$ cat src/rtl/prbs31_win_mon.sv
// Window error monitor: counts errors per WINDOW-bit block while locked and
// raises unlock_o on the bit that brings the block's error count to UNLOCK_ERRS.
module prbs31_win_mon #(
    parameter int UNLOCK_ERRS = 8,
    parameter int WINDOW      = 256
) (
    input  logic clk,
    input  logic rst_n,
    input  logic adv_i,
    input  logic err_i,
    output logic unlock_o
);

    localparam int            WW        = (WINDOW > 1) ? $clog2(WINDOW) : 1;
    localparam logic [WW-1:0] WIN_LAST  = WW'(WINDOW - 1);
    localparam logic [7:0]    ERR_LIMIT = 8'(UNLOCK_ERRS);

    logic [WW-1:0] win_cnt_q, win_cnt_d;
    logic [7:0]    win_err_q, win_err_d;
    logic [7:0]    err_sum;

    // win_err_q stays below ERR_LIMIT, so the 8-bit sum cannot overflow.
    always_comb begin
        win_cnt_d = win_cnt_q;
        win_err_d = win_err_q;
        unlock_o  = 1'b0;
        err_sum   = win_err_q + {7'd0, err_i};
        if (adv_i) begin
            if (err_sum == ERR_LIMIT) begin
                unlock_o  = 1'b1;
                win_cnt_d = '0;
                win_err_d = '0;
            end else begin
                win_cnt_d = win_cnt_q + WW'(1);
                win_err_d = (win_cnt_q == WIN_LAST) ? 8'd0 : err_sum;
            end
        end
    end

    always_ff @(posedge clk or posedge rst_n) begin
        if (rst_n) begin
            win_cnt_q <= '0;
            win_err_q <= '0;
        end else begin
            win_cnt_q <= win_cnt_d;
            win_err_q <= win_err_d;
        end
    end

endmodule

$ cat config.mk
export PLATFORM = sky130hd
export DESIGN_NAME = prbs31_win_mon
export DESIGN_NICKNAME = d
export VERILOG_FILES = /design/src/rtl/prbs31_win_mon.sv
export SDC_FILE = /design/constraint.sdc
export NUM_CORES = 1
export LEC_CHECK = 0
export BUFFER_PORTS_ARGS = -buffer_cell sky130_fd_sc_hd__clkbuf_2
export CORE_MARGIN = 2
export CORE_UTILIZATION = 41
export DETAILED_ROUTE_END_ITERATION = 7
export PLACE_DENSITY_LB_ADDON = 0.2
export SLEW_MARGIN = 20
export SYNTH_ARGS = -nofsm -noshare
export SYNTH_HDL_FRONTEND = slang
export SYNTH_SLANG_ARGS = --single-unit
$ cat constraint.sdc
create_clock -name clk -period 2.4 [get_ports clk]
set_clock_uncertainty 0.1 [all_clocks]
set_input_delay 0.24 -clock clk [delete_from_list [all_inputs] [get_ports clk]]
set_output_delay 0.24 -clock clk [all_outputs]
set_load 0.1 [all_outputs]
== Word level (Yosys, flattened, before mapping) ==
Cells that the tools add are included.

* Add/subtract/negate cells: 2
* Equality and inequality tests: 2
* Muxes and demuxes: 5

{| class="wikitable"
|+ Operators by type and width
! operator !! number
|-
| two-way mux 8 bit || 3
|-
| adder 8 x 1 -> 8 bit || 1
|-
| adder 8 x 1 -> 8 bit (second input constant) || 1
|-
| == test 8 x 4 -> 1 bit (second input constant) || 1
|-
| == test 8 bit (second input constant) || 1
|-
| two-way mux 1 bit || 2
|}

* Bits in registers: 16
* Output and inout bits: 1
* Logic and storage cells: 11

== Logic depth before layout (Yosys ltp) ==
* Depth after elaboration: 4
* Depth in mapped cells: 8
* Mapped depth without buffers: 7

== Least setup slack after synthesis ==
OpenSTA, ideal clock, no wires.

* Kind: reg-to-output
* Start point: reg win_err_q[0]
* End point: out unlock_o
* Arrival time: 1.748 ns
* Required time: 2.060 ns
* Slack: 0.312 ns
* Stages on the path, launching flop included: 7
* Cell sequence: dfrtp_1 ha_1 ha_1 nor4_1 o311a_1 buf_6 and2_4

* Longest elaborated chain between the ends: 4

{| class="wikitable"
|+ Ends and longest elaborated chain
! what !! RTL line !! text
|-
| start, declared || 19 || <nowiki>logic [7:0] win_err_q, win_err_d;</nowiki>
|-
| start signal, assigned || 46 || <nowiki>win_err_q <= win_err_d;</nowiki>
|-
| adder 8 x 1 -> 8 bit || 27 || <nowiki>err_sum = win_err_q + {7'd0, err_i};</nowiki>
|-
| == test 8 x 4 -> 1 bit || 29 || <nowiki>if (err_sum == ERR_LIMIT) begin</nowiki>
|-
| two-way mux 1 bit || 29 ||
|-
| two-way mux 1 bit || 28 || <nowiki>if (adv_i) begin</nowiki>
|-
| end, declared || 11 || <nowiki>output logic unlock_o</nowiki>
|}

No other way between the ends.

== Worst setup path in the final report ==
Same ends and word-level chain as after synthesis.

==> metrics.md <==
| Metric | Value |
|---|---|
| Outcome | complete, no violations |
| Max VDD drop | roughly 550 uV |
| Clk Latency, worst-skew pair | 0.30 ns |
| Initial antenna violation count | 0 |
| M3 GR Usage | 0.02586 |
| H-Tree Level Count | 1 |
| Slew headroom | 0.5853 |
| Ant. Diodes | 0 |
| Syn Area/Cell | 9.840 sq um |
| Cell area power density | roughly 840 mW/mm^2 |
| Hold Violations, Final | 0 |
| Seq/Total Area, Yosys | 0.4238 |
| Area leader, netlist | dfrtp_1 |
| CTS root buffer | clkbuf_4 |
| Layout cell share with drive strength beyond 1 | 0.2115 |
| Hold_sp | adv_i |
| Pin count of the biggest net entering global routing | 17 |
| Worst Setup Start Kind | flip-flop |
| DRC | 0 |
| Worst-case clock buffer depth | 2 |
| Critical Path Sink Type | output port |
| Total power | just over 0.9 mW |
| WP data required | roughly 2.1 ns |
| Worst R2R End | win_err_q[3] |
| Worst hold endpoint | win_cnt_q[1] |
| Most frequent cells in the layout | dfrtp_1 (16), nor2_1 (9), nand2_1 (8) |
| Clock-pin slew on the worst setup and hold paths | ~0.1 ns |
| DRT iter0 DRCs | 20 |
| Post-DR vias/cell | approximately 5.5 |
| Routability cong. | approximately 0.79 |
| Setup violators final | 0 |
| EDFF count, synth | 0 |
| Die Height | approximately 52 microns |
| Fin cells | around 130 |
| Grt ovf | 0 |
| Dpl cells | around 130 |
| Die X | ~52 microns |
| Avg WL per Cell | roughly 14 microns |
| Commonest non-fill, non-tap cell in the layout | dfrtp_1 |
| Ranking of synthesized cells by area | dfrtp_1 (42%), ha_1 (5.3%), o2bb2ai_1 (4.6%) |
| Synth Flop Type | dfrtp_1 |
| Number of CTS-inserted buffers | 3 |
| Nets@finish | around 110 |
| Die Area | ~0.0027 sq mm |
| M2 GR Usage | 0.2468 |
| WHS | ~0.22 ns |
| Row cnt | 17 |
| Slew @ Worst Pin | between 0.6 and 0.7 ns |
| Syn Nets | approximately 100 |
| Gr busiest metal | met2 |
| Crit-path max FO | 5 |
| Syn Std Cell Area | ~940 sq um |
| Synth-to-Final Area Change | 14.04% |
| RSZ-0062 raised after global routing | no |
| TritonCTS clock tree | done |
| Asr flop ratio synth | 1.000 |
| DPL Wire Length | approximately 1.3 mm |
| Sum Neg Setup Slack | 0 ns |
| Routed via count | about 720 |
| Worst reg-to-reg setup slack | approximately 0.40 ns |
| Hold path cells | 3 |
| Initial Utilization | 0.4312 |
| Yosys warnings | 0 |
| First-pass GRT wire length | 3.339 mm |
| Setup Crit Path Kind | reg -> out |
| Core Footprint | about 0.0022 sq mm |
| Total of max-cap violations | 0 |
| Final min period | between 2 and 2.5 ns |
| Final wirelength | about 1.8 mm |
| Area after DPL | 0.001002 sq mm |
| First-pass iteration count of the detailed router | 4 |
| Total GRT Usage | 0.1695 |
| F_max | between 400 and 500 MHz |
| Synth unique cells | 32 |
| CP arrival | slightly below 2 ns |
| R2r worst-path depth | 8 |
| Synthesized flop and latch total | 16 |
| Clk sinks | 16 |
| FF-to-FF Start | win_err_q[0] |
| Pleak | 0.4608 nW |
| Final Cell Area | 0.001077 sq mm |
| I/O Buffers | 4 |
| Final ANT Viol Nets | 0 |
| Mapped Cells | 96 |
| Fillers | 221 |
| IO Count | 5 |
| Hold Crit Class | in -> reg |
| Synth top area share | 0.4238 |
| Vias in the first global route | 730 |
| Fin. max-slew vios | 0 |
| Met1 usage | 0.2372 |
| Final worst-path cycle share | 0.9625 |
-- per-layer routing --
layer,share of wire,up-vias
met2,0.42,9
met1,0.53,346
met3,0.021,4
met5,0,-
li1,-,362
met4,0.023,0
-- synth_stat cells, drive strengths merged (2+ instances only) --
master,instances
nor3,3
xor2,3
xnor2,3
and3,3
nor4,4
a22o,4
o2bb2ai,5
buf,3
nor2,10
ha,4
nand3,7
nand2,9
dfrtp,16
inv,4
o41ai,2
o21ai,8
-- report_power, final --
| part | total [mW] | internal (mW) | switching [mW] |
|---|---|---|---|
| Clock | 0.189 | 0.0926 | 0.0963 |
| Combinational | 0.273 | 0.145 | 0.128 |
| Sequential | 0.448 | 0.342 | 0.107 |
-- cells by family after synthesis --
group | count (synthesis) | share of synthesized area
compound gates | 22 | 0.1775
mux | 1 | 0.01192
xor+xnor | 6 | 0.05564
simple gates | 39 | 0.2331
flops | 16 | 0.4238
buf+inv | 8 | 0.04502
fa+ha+maj | 4 | 0.05298
-- timing repair --
item / in CTS / in global routing
endpoints found under the hold margin: 16 / 0
gates resized for setup: 1 / 3
hold buffers: 1 / 0
buffers inserted: 0 / 1
cloned: 0 / 0
pin swaps: 0 / 2
endpoints found under the setup margin: 1 / 1
-- worst max-delay path, cell delays in order, from the launching register on --
cell and delay, ns:
dfrtp_1 0.42, ha_2 0.20, ha_4 0.17, nand2_2 0.09
nor4_1 0.05, o311a_1 0.38, and2_4 0.19, buf_12 0.16
-- sequential cells by signal, indices dropped and copies added, names as in the netlist --
register and flops:
win_cnt_q 8, win_err_q 8
-- per-stage QoR --
| stage | worst slack [ns] | util |
|---|---|---|
| 2_1_floorplan | 0.3121 | - |
| 3_3_place_gp | 0.3527 | 0.4575 |
| 3_5_place_dp | 0.2910 | 0.4575 |
| 4_1_cts | 0.03532 | 0.4797 |
| 5_1_grt | 0.02869 | 0.4917 |
| 6_report | 0.08991 | 0.4917 |
-- how the worst max path moves through the flow --
| stage | from | end | slack [ns] | depth (start not counted) |
|---|---|---|---|---|
| after global routing | win_err_q[0] | unlock_o | 0.03 | 7 |
| after CTS | win_err_q[0] | unlock_o | 0.04 | 6 |
| final | win_err_q[0] | unlock_o | 0.09 | 7 |
| after global placement | win_err_q[0] | win_err_q[3] | 0.35 | 7 |
| after detailed placement | win_err_q[0] | win_err_q[3] | 0.29 | 7 |
| after floorplan | win_err_q[0] | unlock_o | 0.31 | 6 |
-- layout make-up --
cell class / instances / area [sq um] / share of cell area
tap: 28 / 35.03 / 0.03252
sequential: 16 / 400.4 / 0.3717
inverter: 4 / 15.01 / 0.01394
clock buffer: 4 / 36.28 / 0.03368
timing repair buffer: 8 / 67.56 / 0.06272
multi-input combinational: 72 / 523.0 / 0.4855
Power figures use the tool's default switching activity.
